==> src/rtl/ov7670_frame_qualifier.sv <==
// Frame-geometry checker for the OV7670 capture path: counts bytes per line and lines per frame,
// reports good/bad frames and re-times the CPU freeze request onto vsync rising edges.
module ov7670_frame_qualifier #(
  parameter int unsigned H_BYTES = 1280,
  parameter int unsigned V_LINES = 480,
  parameter int unsigned BC_W    = 11,
  parameter int unsigned LC_W    = 10,
  parameter int unsigned FC_W    = 16
) (
  input  logic            pclk,
  input  logic            reset_n,
  input  logic            vsync,
  input  logic            href,
  input  logic            freeze_req,
  output logic            freeze_frame,
  output logic            frame_done,
  output logic            frame_ok,
  output logic [LC_W-1:0] last_lines,
  output logic            line_err,
  output logic [FC_W-1:0] frame_count
);

  typedef enum logic [1:0] {StWaitVs, StBlank, StActive} state_e;

  state_e          state;
  logic            vsync_d, href_d;
  logic            frz_meta, frz_s;
  logic [BC_W-1:0] byte_cnt;
  logic [LC_W-1:0] line_cnt;
  logic            err_acc;

  logic            vs_rise, vs_fall, href_fall;
  logic [BC_W-1:0] byte_inc;
  logic [LC_W-1:0] line_inc;
  logic            line_bad;
  logic [LC_W-1:0] lines_eval;
  logic            err_eval;
  logic            ok_eval;

  always_comb begin
    vs_rise   = vsync & ~vsync_d;
    vs_fall   = ~vsync & vsync_d;
    href_fall = ~href & href_d;
    byte_inc  = (byte_cnt == '1) ? byte_cnt : byte_cnt + 1'b1;
    line_inc  = (line_cnt == '1) ? line_cnt : line_cnt + 1'b1;
    line_bad  = (byte_cnt != BC_W'(H_BYTES));
    // A line ending on the same edge vsync rises is folded into the evaluation.
    lines_eval = href_fall ? line_inc : line_cnt;
    err_eval   = err_acc | (href_fall & line_bad);
    ok_eval    = (lines_eval == LC_W'(V_LINES)) & ~err_eval;
  end

  always_ff @(posedge pclk or negedge reset_n) begin
    if (!reset_n) begin
      state        <= StWaitVs;
      vsync_d      <= 1'b0;
      href_d       <= 1'b0;
      frz_meta     <= 1'b0;
      frz_s        <= 1'b0;
      byte_cnt     <= '0;
      line_cnt     <= '0;
      err_acc      <= 1'b0;
      freeze_frame <= 1'b0;
      frame_done   <= 1'b0;
      frame_ok     <= 1'b0;
      last_lines   <= '0;
      line_err     <= 1'b0;
      frame_count  <= '0;
    end else begin
      vsync_d    <= vsync;
      href_d     <= href;
      frz_meta   <= freeze_req;
      frz_s      <= frz_meta;
      frame_done <= 1'b0;
      if (vs_rise) freeze_frame <= frz_s;
      case (state)
        StWaitVs: begin
          if (vs_rise) state <= StBlank;
        end
        StBlank: begin
          if (vs_fall) begin
            state    <= StActive;
            byte_cnt <= '0;
            line_cnt <= '0;
            err_acc  <= 1'b0;
          end
        end
        StActive: begin
          if (href) byte_cnt <= byte_inc;
          if (href_fall) begin
            line_cnt <= line_inc;
            byte_cnt <= '0;
            if (line_bad) err_acc <= 1'b1;
          end
          if (vs_rise) begin
            state       <= StBlank;
            frame_done  <= 1'b1;
            last_lines  <= lines_eval;
            line_err    <= err_eval;
            frame_ok    <= ok_eval;
            frame_count <= frame_count + FC_W'(ok_eval);
          end
        end
        default: state <= StWaitVs;
      endcase
    end
  end

endmodule

==> config.mk <==
export PLATFORM = sky130hd
export DESIGN_NAME = ov7670_frame_qualifier
export DESIGN_NICKNAME = d
export VERILOG_FILES = /design/src/rtl/ov7670_frame_qualifier.sv
export SDC_FILE = /design/constraint.sdc
export NUM_CORES = 1
export LEC_CHECK = 0
export BUFFER_PORTS_ARGS = -buffer_cell sky130_fd_sc_hd__buf_2
export CAP_MARGIN = 20
export CORE_ASPECT_RATIO = 0.5
export CORE_MARGIN = 4
export CORE_UTILIZATION = 57
export CTS_CLUSTER_DIAMETER = 100
export DETAILED_ROUTE_END_ITERATION = 12
export GPL_TIMING_DRIVEN = 0
export PLACE_DENSITY = 0.79
export SYNTH_ARGS = -nofsm -noshare
export SYNTH_HDL_FRONTEND = slang
export SYNTH_SLANG_ARGS = --single-unit
==> constraint.sdc <==
create_clock -name pclk -period 3.4 [get_ports pclk]
set_input_delay 0.17 -clock pclk [delete_from_list [all_inputs] [get_ports pclk]]
set_output_delay 0.17 -clock pclk [all_outputs]
set_load 0.03 [all_outputs]
; Yosys cells after proc, flatten, opt, wreduce, memory -nomap -nowiden
; Index checks and enable logic that the tools add are counted.
[word_totals]
word_cells = 65
reg_bits = 58
output_inout_bits = 30
[op_classes]
n_bitwise = 10
muxes = 18
n_eq_ne = 12
addsub = 3
n_reduce_logical = 8
[ops]
columns = cell, n
row1 = 11-bit 2-to-1 mux, 4
row2 = 10-bit 2-to-1 mux, 3
row3 = 11-bit case mux with 2 select lines, 1
row4 = 10-bit case mux with 2 select lines, 1
row5 = 16-bit by 1-bit adder with 16-bit output, 1
row6 = "11-bit by 1-bit adder with 11-bit output, second input constant", 1
row7 = "11-bit == test, second input constant", 1
row8 = "11-bit inequality test, second input constant", 1
row9 = "10-bit by 1-bit adder with 10-bit output, second input constant", 1
row10 = "10-bit == test, second input constant", 1
row11 = "10-bit by 9-bit == test with 1-bit output, second input constant", 1
row12 = 4-bit AND reduction, 2
row13 = "2-bit inequality test, second input constant", 3
row14 = "3-bit inequality test, second input constant", 2
row15 = 2-bit AND reduction, 3
row16 = 1-bit AND, 5
row17 = 1-bit 2-to-1 mux, 5
row18 = 2-bit 2-to-1 mux, 2
row19 = 1-bit inverter, 4
row20 = 2-bit case mux with 2 select lines, 1
row21 = "2-bit by 1-bit == test with 1-bit output, second input constant", 1
row22 = "2-bit == test, second input constant", 1
row23 = 2-bit logical NOT, 1
row24 = "2-bit by 1-bit inequality test with 1-bit output, second input constant", 1
row25 = 4 further kinds, 4

; Logic depth before layout (Yosys ltp)
[depth]
depth_word = 7
depth_mapped = 13
depth_no_buf = 12

; Least setup slack after synthesis
; No wires, ideal clock.
[synth_path]
kind = flip-flop to flip-flop
startpoint = register line_cnt[0]
endpoint = register frame_count[5]
path_slack_ns = 0.524
path_stages_with_launch = 13
synth_period_minus_slack_ns = 2.876
path_buffers = 1
arrival_time_ns = 2.743
cell_sequence = dfrtp_1 ha_1 nand4b_2 nor3_2 mux2_4 nand2_1 or4b_4 nor3_1 ha_1 and3_1 clkbuf_1 nand4_1 xnor2_1
[synth_via]
elab_chain_len = 6
word_cells_on_any_way = 7
classes_between = 2 x add/sub / 2 x eq/ne / 2 x mux / 1 x bitwise
[synth_lines]
columns = item, line_no
row1 = "start, declared", 29  ; logic [LC_W-1:0] line_cnt;
row2 = "start signal, assigned", 91  ; line_cnt <= line_inc;
row3 = 10-bit by 1-bit adder with 10-bit output or 10-bit == test (tied branches), 45  ; line_inc = (line_cnt == '1) ? line_cnt : line_cnt + 1'b1;
row4 = 10-bit 2-to-1 mux, 45
row5 = 10-bit 2-to-1 mux *, -
row6 = 10-bit by 9-bit == test with 1-bit output *, 50  ; ok_eval = (lines_eval == LC_W'(V_LINES)) & ~err_eval;
row7 = 1-bit AND *, 50
row8 = via ok_eval, 38  ; logic ok_eval;
row9 = 16-bit by 1-bit adder with 16-bit output *, 101  ; frame_count <= frame_count + FC_W'(ok_eval);
row10 = "end signal, assigned", 101
row11 = "end, declared", 20  ; output logic [FC_W-1:0] frame_count
; Mark *: on every way through the listed nets, which the timed path passes. The rest lies on a longest branch.
; A chain may end at the register's enable or synchronous reset.

; Final worst setup path
[layout_path]
startpoint = input port href
endpoint = register frame_count[15]
[layout_via]
elab_chain_len = 7
word_cells_on_any_way = 9
classes_between = 1 x add/sub / 1 x eq/ne / 1 x mux / 6 x bitwise
[layout_lines]
columns = item, line_no
row1 = "start, declared", 13  ; input logic href,
row2 = 1-bit inverter *, 43  ; href_fall = ~href & href_d;
row3 = 1-bit AND *, 43
row4 = "parallel branches: the longest is 3 deep, another holds 10-bit 2-to-1 mux", -
row5 = 1-bit AND *, 50
row6 = via ok_eval, 38
row7 = 16-bit by 1-bit adder with 16-bit output *, 101
; Mark *: on every way through the listed nets, which the timed path passes.

==> summary.md <==
| Metric | Value |
|---|---|
| Multiplexer share of the synthesized area | 0.0200 |
| Crit path capture type | register |
| Worst hold path type | register to register |
| R2R setup slack | 260 ps |
| Total Wirelength | 5.82 mm |
| Grt total ovfl | 0 |
| Commonest non-fill, non-tap cell in the layout | dfrtp_1 |
| Cts bufs inserted | 9 |
| Int Pwr | 1.21 mW |
| First-pass GRT wire length | 9.98 mm |
| Sequential area share after synthesis | 0.516 |
| Avg Vias per Cell | 5.65 |
| Most frequent cells in the layout | dfrtp_1 (58), nand2_1 (52), buf_2 (37) |
| Sw Pwr | 0.462 mW |
| Fmax | 307 MHz |
| Die width | 107 um |
| CTS clk-pin slew, worst paths | 70 ps |
| CTS H-Tree Depth | 3 |
| Crit path launch | href |
| Wirelength per Cell | 14.2 um |
| Antenna Violating Nets Remaining | 0 |
| Worst r2r dst | frame_count[15] |
| N_diodes | 0 |
| PwrDens | 497 mW/mm^2 |
| Tcrit/Tclk final | 0.958 |
| Kind of critical path | primary input to register |
| Final hold vios | 0 |
| Post-synth top flop | dfrtp_1 |
| Root Driver | clkbuf_8 |
| CP Launch Type | primary input |
| Die footprint | 0.00619 mm^2 |
| Mapped Area | 0.00281 mm^2 |
| Measured slew at the worst slew-check pin | 606 ps |
| Core Region | 0.00457 mm^2 |
| Router iterations before antenna repair | 4 |
| Synth Instances | 288 |
| Adder-Cell Fraction of Synth Area | 0.0267 |
| Clock insertion delay at the later pin of the skew report | 340 ps |
| Critical Path RT | 3670 ps |
| WP data arrival | 3530 ps |
| Clock power share | 0.414 |
| Worst Skew | 10.1 ps |
| WHS Endpoint | frz_s |
| Vias in the first global route | 2238 |
| RSZ-0062 raised after global routing | false |
| Num rows | 17 |
| Yosys top cell area share | 0.516 |
| MaxCap Viol Count | 0 |
| Initial antenna violation count | 0 |
| HPWL Detailed | 4.14 mm |
| Routability congestion estimate | 0.888 |
| Synth Area in XOR/XNOR | 0.0748 |
| Initial core utilization | 0.615 |
| Synth Area in Simple Gates | 0.233 |
| FF-to-FF Start | line_cnt[3] |
| Post-synth EDFFs | 0 |
| Max FO, Critical Path | 7 |
| VDD IR max | 0.334 mV |
| Die Y-Extent | 57.7 um |
| Worst-case hold slack | 348 ps |
| Synth Area in Compound Gates | 0.109 |
| Leak pwr | 1.65 nW |
| Yosys warning count | 0 |
| Beginning of the worst hold path | frz_meta |
| Vias | 2312 |
| CTS sink count | 58 |
| Synth area leader | dfrtp_1 |
| Tmin final | 3260 ps |
| Hold Path Depth | 0 |
| I/O pins | 35 |
| Synthesized Nets | 299 |
| Drc violations | 0 |
| Fin. max-slew vios | 0 |
| Final TNS setup | 0 ps |
| Flops & latches, synth | 58 |
| Avg Cell Area, Syn | 9.76 um^2 |
| Drt initial violations | 118 |
| Main combinational cell family by area after synthesis | simple AND/OR/NAND/NOR gates |
| Final #Nets | 349 |
| Tot Pwr | 1.67 mW |
| Logic pwr share | 0.128 |
| Distinct cells, synth | 45 |
| Largest cells by area after synthesis | dfrtp_1 (52%), nand2_1 (6.9%), xnor2_1 (4.4%) |
| Area Growth Syn to Fin | 19.7% |
| CTS tree | built |
| Port bufs | 34 |
| Worst-case reg-to-reg path depth | 12 |
| Ratio of cells with drive above 1 in the final layout | 0.201 |
| Reg power frac | 0.458 |
| Largest net degree at the start of global routing | 33 |
| Synth async-reset ratio | 1.00 |
| Outcome | complete, no violations |
| Setup violators final | 0 |
| Clock tree buffer depth | 2 |
| Sw Share | 0.276 |
| Total GRT Usage | 0.206 |
| Rel. slew slack | 0.596 |
==> area by class of cell <==
class / count / area, um^2
Tap cell: 66 / 82.6
Inverter: 6 / 22.5
Clock buffer: 9 / 124
Sequential cell: 58 / 1450
Multi-Input combinational cell: 216 / 1320
Clock inverter: 7 / 93.8
Timing Repair Buffer: 40 / 238
Buffer: 7 / 30.0
Fill cell: 348 / 1210
==> through the flow <==
stage / cell area, um^2 / util / setup WS, ps / instances
after floorplan: 2810 / - / 524 / 288
after global placement: 3060 / 0.670 / 186 / 388
after detailed placement: 3080 / 0.674 / 149 / 389
after CTS: 3340 / 0.731 / 22.7 / 409
after global routing: 3360 / 0.736 / 24.7 / 409
final: 3360 / 0.736 / 142 / 409
==> logic make-up (layout without fill, tap and decap cells) <==
| logic type | count (synthesis) | count (layout) |
|---|---|---|
| XOR/XNOR | 24 | 24 |
| AO/OA/AOI/OAI | 49 | 49 |
| adder cells (fa/ha/maj) | 6 | 6 |
| multiplexers | 5 | 5 |
| buffers and inverters | 14 | 69 |
| AND/OR/NAND/NOR | 132 | 132 |
| flip-flops | 58 | 58 |
==> worst max-delay path, cell delays in order <==
cell and delay, ps:
dlygate4sd3_1 530, buf_2 150, nand2b_1 230, nor4_2 350, mux2i_1 380, nand2_1 100
or4b_4 530, nor3_1 230, ha_1 230, and3_2 280, nand2_1 70, nor2_1 130
xor2_1 160
==> metal layers <==
layer,GRT usage,up-vias,wire (um)
li1,-,1111,-
met1,0.259,1123,2660
met2,0.337,68,2710
met3,0.0712,10,372
met4,0.0710,0,78
met5,0,-,0
==> what timing repair did <==
action                                  4_1_cts  5_1_grt
gates resized for setup                       0        5
hold buffers                                  4        0
setup buffers                                 0        1
endpoints found under the setup margin        0        9
endpoints found under the hold margin        29        0
==> power by group through the flow <==
| stage | logic [mW] | registers (mW) | clock network (mW) |
|---|---|---|---|
| final | 0.213 | 0.765 | 0.693 |
| after global placement | 0.201 | 0.775 | 0 |
| after floorplan | 0.107 | 0.802 | 0 |
| after detailed placement | 0.209 | 0.778 | 0 |
| after global routing | 0.241 | 0.772 | 0.742 |
| after CTS | 0.213 | 0.765 | 0.705 |
==> how the worst max path moves through the flow <==
| stage | endpoint | slack [ps] | cells past startpoint |
|---|---|---|---|
| 6_report | frame_count[15] | 140 | 13 |
| 5_1_grt | frame_count[12] | 20 | 13 |
| 4_1_cts | frame_count[15] | 20 | 14 |
| 3_5_place_dp | frame_count[15] | 150 | 13 |
| 3_3_place_gp | frame_count[15] | 190 | 13 |
| 2_1_floorplan | frame_count[5] | 520 | 12 |
==> cell usage after synthesis (2+ instances only) <==
cell type,n
dfrtp_1,58
nand2_1,52
nor2_1,24
o21ai_0,24
nand3_1,14
xnor2_1,14
and3_1,12
xor2_1,10
nand4_1,7
ha_1,6
a21oi_1,5
clkbuf_1,5
inv_1,5
nor2b_1,4
buf_2,3
mux2i_1,3
nand2b_1,3
o22ai_1,3
a22o_1,2
a31oi_1,2
a32o_1,2
and4_1,2
nor3_1,2
nor3b_1,2
nor4_1,2
o21bai_1,2
o31ai_1,2
==> flip-flops by register name, summed over array words and instances, names as in the netlist <==
register,cells
vsync_d,1
frz_meta,1
href_d,1
frame_done,1
state,2
line_err,1
byte_cnt,11
frame_ok,1
frz_s,1
freeze_frame,1
err_acc,1
line_cnt,10
frame_count,16
last_lines,10
Power figures use the tool's default switching activity.
